--- src/rtl/fetch_ctrl_if.sv ---
// Instruction-memory request/acknowledge bundle between fetch_ctrl and imem.
// The fetch side drives req/addr; memory returns ack and data in the ack cycle.
interface fetch_ctrl_if;
  logic        imemReq;
  logic [31:0] imemAddr;
  logic        imemAck;
  logic [31:0] imemData;

  modport master (output imemReq, output imemAddr, input imemAck, input imemData);
  modport slave  (input imemReq, input imemAddr, output imemAck, output imemData);
endinterface

--- src/rtl/fetch_ctrl.sv ---
// Instruction-fetch sequencer: owns the PC, runs the imem req/ack handshake and
// delivers each accepted word through a one-entry output register to decode.
// Branch/exception redirects flush the output and any in-flight fetch; a fetch
// still outstanding at redirect time is drained in KILL on its stale address.
// Optional feature macro: FETCH_PERF_EN adds fetchCount_o / killCount_o.
module fetch_ctrl #(
  parameter logic [31:0] RESET_PC = 32'h0000_0000,
  parameter logic [31:0] PC_STEP  = 32'd4
) (
  input  logic               clk,
  input  logic               rst,
  input  logic               stall_i,
  input  logic               branchEnable_i,
  input  logic [31:0]        branchAddr_i,
  input  logic               exceptionEnable_i,
  input  logic [31:0]        exceptionAddr_i,
  fetch_ctrl_if.master       imem,
  output logic [31:0]        pc_o,
  output logic               instValid_o,
  output logic [31:0]        inst_o,
  output logic [31:0]        instPc_o
`ifdef FETCH_PERF_EN
  ,
  output logic [31:0]        fetchCount_o,
  output logic [31:0]        killCount_o
`endif
);

  localparam logic [1:0] S_IDLE = 2'd0;
  localparam logic [1:0] S_REQ  = 2'd1;
  localparam logic [1:0] S_KILL = 2'd2;

  logic [1:0]  state_q, state_d;
  logic [31:0] pc_q, pc_d;
  logic [31:0] killAddr_q, killAddr_d;
  logic        held_q, held_d;
  logic        valid_q, valid_d;
  logic [31:0] inst_q, inst_d;
  logic [31:0] instPc_q, instPc_d;

  logic        redir, slotFree, req, ackReq, accept, discard;
  logic [31:0] tgt;

  // Exception wins over branch when both fire together.
  assign redir    = exceptionEnable_i | branchEnable_i;
  assign tgt      = exceptionEnable_i ? exceptionAddr_i : branchAddr_i;
  assign slotFree = !valid_q || !stall_i;
  // A request already on the bus (held_q) stays up even if decode stalls.
  assign req      = (state_q == S_KILL) ||
                    ((state_q == S_REQ) && (slotFree || held_q));
  assign ackReq   = req && imem.imemAck;
  // An ack while the slot is stalled-full is not taken; the request stays held.
  assign accept   = (state_q == S_REQ) && ackReq && slotFree && !redir;
  assign discard  = ackReq && ((state_q == S_KILL) || redir);

  assign imem.imemReq  = req;
  assign imem.imemAddr = (state_q == S_KILL) ? killAddr_q : pc_q;
  assign pc_o          = pc_q;
  assign instValid_o   = valid_q;
  assign inst_o        = inst_q;
  assign instPc_o      = instPc_q;

  // Next-state: sequencing, redirect handling and output-slot management.
  always_comb begin
    state_d    = state_q;
    pc_d       = pc_q;
    killAddr_d = killAddr_q;
    held_d     = 1'b0;
    valid_d    = valid_q;
    inst_d     = inst_q;
    instPc_d   = instPc_q;
    if (redir) begin
      pc_d    = tgt;
      valid_d = 1'b0;
    end
    case (state_q)
      S_IDLE: state_d = S_REQ;
      S_REQ: begin
        if (redir) begin
          if (req && !imem.imemAck) begin
            state_d    = S_KILL;
            killAddr_d = pc_q;
          end
        end else if (accept) begin
          inst_d   = imem.imemData;
          instPc_d = pc_q;
          valid_d  = 1'b1;
          pc_d     = pc_q + PC_STEP;
        end else begin
          held_d = req;
          if (valid_q && !stall_i) valid_d = 1'b0;
        end
      end
      S_KILL: if (imem.imemAck) state_d = S_REQ;
      default: state_d = S_IDLE;
    endcase
  end

  // State registers with asynchronous active-low reset.
  always_ff @(posedge clk or negedge rst) begin
    if (!rst) begin
      state_q    <= S_IDLE;
      pc_q       <= RESET_PC;
      killAddr_q <= 32'h0;
      held_q     <= 1'b0;
      valid_q    <= 1'b0;
      inst_q     <= 32'h0;
      instPc_q   <= 32'h0;
    end else begin
      state_q    <= state_d;
      pc_q       <= pc_d;
      killAddr_q <= killAddr_d;
      held_q     <= held_d;
      valid_q    <= valid_d;
      inst_q     <= inst_d;
      instPc_q   <= instPc_d;
    end
  end

`ifdef FETCH_PERF_EN
  logic [31:0] fetchCnt_q, killCnt_q;
  assign fetchCount_o = fetchCnt_q;
  assign killCount_o  = killCnt_q;

  // Counters of written and discarded acks; wrap naturally at 2^32.
  always_ff @(posedge clk or negedge rst) begin
    if (!rst) begin
      fetchCnt_q <= 32'h0;
      killCnt_q  <= 32'h0;
    end else begin
      if (accept)  fetchCnt_q <= fetchCnt_q + 32'd1;
      if (discard) killCnt_q  <= killCnt_q + 32'd1;
    end
  end
`endif

endmodule

--- src/flat_wrapper.sv ---
// flat-port wrapper written by rule: the top's interface ports become plain ports
module fetch_ctrl_flat 
#(
  parameter logic [31:0] RESET_PC = 32'h0000_0000,
  parameter logic [31:0] PC_STEP  = 32'd4
)
  (clk, rst, stall_i, branchEnable_i, branchAddr_i, exceptionEnable_i, exceptionAddr_i, pc_o, instValid_o, inst_o, instPc_o, imem_imemReq, imem_imemAddr, imem_imemAck, imem_imemData);
  fetch_ctrl_if imem_i ();
  input  logic clk;
  input  logic rst;
  input  logic stall_i;
  input  logic branchEnable_i;
  input  logic [31:0] branchAddr_i;
  input  logic exceptionEnable_i;
  input  logic [31:0] exceptionAddr_i;
  output logic [31:0] pc_o;
  output logic instValid_o;
  output logic [31:0] inst_o;
  output logic [31:0] instPc_o;
  output wire logic [$bits(imem_i.imemReq)-1:0] imem_imemReq;
  output wire logic [$bits(imem_i.imemAddr)-1:0] imem_imemAddr;
  input wire logic [$bits(imem_i.imemAck)-1:0] imem_imemAck;
  input wire logic [$bits(imem_i.imemData)-1:0] imem_imemData;
  assign imem_imemReq = imem_i.imemReq;
  assign imem_imemAddr = imem_i.imemAddr;
  assign imem_i.imemAck = imem_imemAck;
  assign imem_i.imemData = imem_imemData;
  fetch_ctrl #(.RESET_PC(RESET_PC), .PC_STEP(PC_STEP)) u_core (.clk(clk), .rst(rst), .stall_i(stall_i), .branchEnable_i(branchEnable_i), .branchAddr_i(branchAddr_i), .exceptionEnable_i(exceptionEnable_i), .exceptionAddr_i(exceptionAddr_i), .imem(imem_i), .pc_o(pc_o), .instValid_o(instValid_o), .inst_o(inst_o), .instPc_o(instPc_o));
endmodule
--- config.mk ---
export PLATFORM = sky130hd
export DESIGN_NAME = fetch_ctrl_flat
export DESIGN_NICKNAME = d
export VERILOG_FILES = /design/src/rtl/fetch_ctrl_if.sv /design/src/rtl/fetch_ctrl.sv /design/src/flat_wrapper.sv
export SDC_FILE = /design/constraint.sdc
export NUM_CORES = 1
export LEC_CHECK = 0
export BUFFER_PORTS_ARGS = -buffer_cell sky130_fd_sc_hd__buf_2
export CORE_MARGIN = 2
export CORE_UTILIZATION = 51
export CTS_BUF_LIST = sky130_fd_sc_hd__clkbuf_4 sky130_fd_sc_hd__clkbuf_8
export DETAILED_ROUTE_END_ITERATION = 8
export PLACE_DENSITY = 0.9
export SYNTH_ARGS = -nofsm -noshare
export SYNTH_HDL_FRONTEND = slang
export SYNTH_SLANG_ARGS = --single-unit
--- constraint.sdc ---
create_clock -name clk -period 2.6 [get_ports clk]
set_clock_uncertainty 0.1 [all_clocks]
set_input_delay 0.39 -clock clk [delete_from_list [all_inputs] [get_ports clk]]
set_output_delay 0.39 -clock clk [all_outputs]
set_load 0.05 [all_outputs]
# --- Yosys cells after proc, flatten, opt, wreduce, memory -nomap -nowiden ---
# Cells that the tools add are included.
# W data, S select, Z words.
op_classes:
  n_addsub: 1
  n_eq_ne: 5
  n_mux: 18
  bitwise_logic: 2
  n_reduce_logical: 18
op_table:
  columns: ["op", "count"]
  rows:
  - ["$mux W32", 6]
  - ["$add A32 B3 Y32 const B", 1]
  - ["$reduce_and A3 Y1", 3]
  - ["$mux W1", 8]
  - ["$logic_and A1 B1 Y1", 7]
  - ["$mux W2", 3]
  - ["$pmux W2 S3", 1]
  - ["$logic_not A1 Y1", 4]
  - ["$ne A2 B2 Y1 const B", 2]
  - ["$logic_or A1 B1 Y1", 3]
  - ["$eq A2 B1 Y1 const B", 1]
  - ["$eq A2 B2 Y1 const B", 1]
  - ["$logic_not A2 Y1", 1]
  - ["$ne A2 B1 Y1 const B", 1]
  - ["$not A1 Y1", 1]
  - ["$or A1 B1 Y1", 1]
word_totals:
  register_bits: 132
  input_bits: 102
  output_inout_bits: 130
  wordCells: 51

# --- Depth between registers and ports, before layout ---
logic_depth:
  word_depth: 12
  ltp_mapped: 7
  mapped_depth_nobuf: 6

# --- Worst setup path before layout ---
# No wires, ideal clock.
synth_timing:
  path_type: "flip-flop to output port"
  from: "register u_core.pc_q[23] (netlist: u_core.pc_o[23])"
  to: "output imem_imemAddr[23]"
  arrival_time_ns: 1.941
  required_ns: 2.110
  setup_slack_ns: 0.169
  stages_incl_launch_ff: 3
  n_path_buf: 0
  cell_sequence: "dfrtp_1 > inv_1 > o21ai_0"
synth_via:
  elab_chain_cells: 1
synth_lines:
  columns: ["element", "line_no", "source"]
  rows:
  - ["from (decl)", "fetch_ctrl.sv:34", "logic [31:0] pc_q, pc_d;"]
  - ["from (signal assigned)", "fetch_ctrl.sv:111", "pc_q <= pc_d;"]
  - ["$mux W32", "fetch_ctrl.sv:57", "assign imem.imemAddr = (state_q == S_KILL) ? killAddr_q : pc_q;"]
  - ["to (decl)", "flat_wrapper.sv:21", "output wire logic [$bits(imem_i.imemAddr)-1:0] imem_imemAddr;"]
# Every way passes these cells.

# --- Worst setup path after layout ---
layout_timing:
  from: "register u_core.state_q[1]"
  to: "output imem_imemAddr[23]"
layout_via:
  elab_chain_cells: 2
layout_lines:
  columns: ["element", "line_no", "source"]
  rows:
  - ["from (decl)", "fetch_ctrl.sv:33", "logic [1:0] state_q, state_d;"]
  - ["from (signal assigned)", "fetch_ctrl.sv:110", "state_q <= state_d;"]
  - ["$eq A2 B2 Y1", "fetch_ctrl.sv:57", null]
  - ["$mux W32", "fetch_ctrl.sv:57", null]
# Every way passes these cells.

==> run metrics <==
synth warn 0; first-pass GRT wire length 28810 µm; PostCTS Resize Cnt 0; Final Max Slew Viols 0; pwr dens between 1000 and 1500 nW/µm²; total gr overflow 0; run status finished, final reports clean; grt met2 use 44.02%; RSZ-0062 raised after global routing false; via/cell ratio approximately 5.3; Main synth FF type dfrtp_1; Post-synth EDFFs 0; Root Buffer clkbuf_8; P_sw roughly 0.0047 W; area leader, netlist dfrtp_1; vias 5975; leak pwr 4.213 nW; Comb power frac approximately 48%; die area ~13000 µm²; die height 115.4 µm; CTS H-tree depth 4; Syn-to-layout area delta 27.83%; drt drc 0; post-synth top area share a little over half; Final Util between 60% and 70%; busiest grt layer met2; HPWL after detailed placement 12910 µm; Seq/Total Area, Yosys 52.22%; CTS tree done; internal power 0.004792 W; final worst-path cycle share 92.44%; Core Region 12060 µm²; met3 Use GR 8.013%; Worst Hold Class in -> reg; setup TNS 0 ns; num rows 40; nature of the critical path endpoint primary output; synthesized cell area 6326 µm²; final worst path period need 2.403 ns; Routed WL per cell 16.21 µm; syn nets 815; max cap viols 0; crit path DAT between 1.5 and 2 ns; top cells by area, synth dfrtp_1, nand2_1, mux2_2; CTS sink cnt 132; Synth Register Bits 132; ANT nets after route 0; vias in the first global route about 5700; CTS buffer count 17; dpl ws 0.4035 ns; initial antenna violation count 1; Post-CTS Setup Inserts 0; final WL ~18000 µm; CP Launch Type flop; Die W 115.4 µm; setup violators final 0; synth unique cells 50; PnR worst setup slack between 0.15 and 0.2 ns; final hold vios 0; gr usage total 28.32%; initial core utilization 52.45%; Net Sw Frac 49.74%; met1 Use GR a little under two fifths; nets 1039; Routability Congestion 0.8538; Required @ worst endpoint around 2.1 ns; Cell Chain, Critical Path nor2b_4, buf_4, nand2_1, o21ai_0, buf_2; CP max stage delay 0.45 ns; reg2reg path depth 6; Worst Hold Depth 3; I/O pin count 232; Max Fanout on Critical Path 34; Worst-path clk slew 0.07 ns; Slew headroom 60.79%; maximum vdd drop 0.8375 mV; Crit Path Category reg -> out; Post-synth ARST share 100.0%; Slew @ Worst Pin 0.5881 ns; FMAX between 400 and 500 MHz; largest net degree at the start of global routing 63; clock latency on the worst-skew pair 0.45 ns; sequential power share a little over a third; slowest CP cell dfrtp_1; clock power share 16.7%; syn avg cell area about 9 µm²; share of layout cells above drive strength 1 34.14%; Detailed Route Iter0 Violations 567; cts hold-fix bufs 1; Cells after Synth 712; Port Buffers 231; first drt pass iteration count 5; R2R Setup Slk 0.42 ns; Max Root-Sink Buffers 2
-- state kept, by name, summed over array words and instances (netlist names) --
register and cells:
u_core.pc_o 32, u_core.instPc_o 32, u_core.killAddr_q 32, u_core.instValid_o 1
u_core.held_q 1, u_core.state_q 2, u_core.inst_o 32
-- worst max-delay path: cells and delay by family, from the launching register on --
kind | cells | cell delay, ns
flops | 1 | 0.45
buf+inv | 2 | 0.68
simple gates | 2 | 0.26
compound gates | 1 | 0.08
-- cells by family (layout without fill, tap and decap cells) --
group | after synthesis | after routing | synth area share [%]
other | 0 | 2 | 0
AND/OR/NAND/NOR | 385 | 385 | 25.85
AO/OA/AOI/OAI | 72 | 72 | 7.239
XOR/XNOR | 23 | 23 | 3.184
adder cells (fa/ha/maj) | 1 | 1 | 0.1978
buffers and inverters | 54 | 291 | 3.540
multiplexers | 45 | 45 | 7.773
flip-flops | 132 | 132 | 52.22
-- area by class of cell --
| type | instances | area (µm²) |
|---|---|---|
| Inverter | 5 | 18.77 |
| Multi-Input combinational cell | 526 | 2825 |
| Tap cell | 168 | 210.2 |
| Clock inverter | 11 | 85.08 |
| Antenna cell | 2 | 5.005 |
| Clock buffer | 21 | 276.5 |
| Sequential cell | 132 | 3303 |
| Timing Repair Buffer | 254 | 1363 |
| Fill cell | 969 | 3975 |
-- power groups by stage --
stage	registers [W]	clock network, W	logic [W]
floorplan	0.00515	0	0.00162
global placement	0.00335	0	0.00452
detailed placement	0.00336	0	0.00461
CTS	0.00334	0.00162	0.00461
global route	0.00346	0.00172	0.00487
finish	0.00335	0.00160	0.00459
-- path summary, 6_finish.rpt --
path / start / endpoint
worst max-delay path: u_core.state_q[1] / imem_imemAddr[23]
worst min-delay path: imem_imemData[26] / u_core.inst_o[26]
worst max register to register: u_core.pc_o[3] / u_core.pc_o[22]
worst min register to register: u_core.inst_o[16] / u_core.inst_o[16]
max in group asynchronous: rst / u_core.pc_o[31]
min in group asynchronous: rst / u_core.pc_o[26]
-- cell usage after synthesis (6+ instances only) --
cell type,count
o21ai_1,6
nand2_1,313
nor4_1,8
mux2i_1,12
a22oi_1,8
mux2_2,31
buf_2,11
nor3_1,10
clkbuf_1,35
o211ai_1,9
o22ai_1,6
dfrtp_1,132
nor2_1,7
nand3_1,13
a21oi_1,12
xnor2_1,20
o21ai_0,19
-- per-layer routing --
layer  wire [µm]  part of all wire (%)
met3        1622                   8.9
met5           0                     0
met4         398                   2.2
met2        8506                    47
met1        7616                    42
-- stage by stage --
| step | std cells | hold WS [ns] | instance area (µm²) | total power [W] |
|---|---|---|---|---|
| 5_1_grt | 1118 | 0.008333 | 8084 | 0.01005 |
| 4_1_cts | 1117 | 0.002495 | 8082 | 0.009571 |
| 2_1_floorplan | 712 | -0.005591 | 6326 | 0.006772 |
| 3_3_place_gp | 1084 | 0.3047 | 7710 | 0.007869 |
| 3_5_place_dp | 1084 | 0.3063 | 7710 | 0.007967 |
| 6_report | 1119 | 0.02854 | 8087 | 0.009536 |
-- placed cells by master, fill, tap and decap left out, types with 5 or more instances in the layout --
master / netlist / routed
nand2_1: 313 / 312
buf_2: 11 / 230
dfrtp_1: 132 / 132
mux2_2: 31 / 31
xnor2_1: 20 / 20
buf_4: 2 / 20
o21ai_0: 19 / 19
clkbuf_8: 0 / 19
nand3_1: 13 / 13
mux2i_1: 12 / 12
a21oi_1: 12 / 12
o211ai_1: 9 / 9
nor3_1: 10 / 9
nor4_1: 8 / 8
a22oi_1: 8 / 8
clkinv_2: 0 / 8
nor2_1: 7 / 7
o21ai_1: 6 / 6
o22ai_1: 6 / 6
and4_1: 5 / 5
inv_1: 5 / 5
Note: power is estimated with default switching activity, not from simulation.
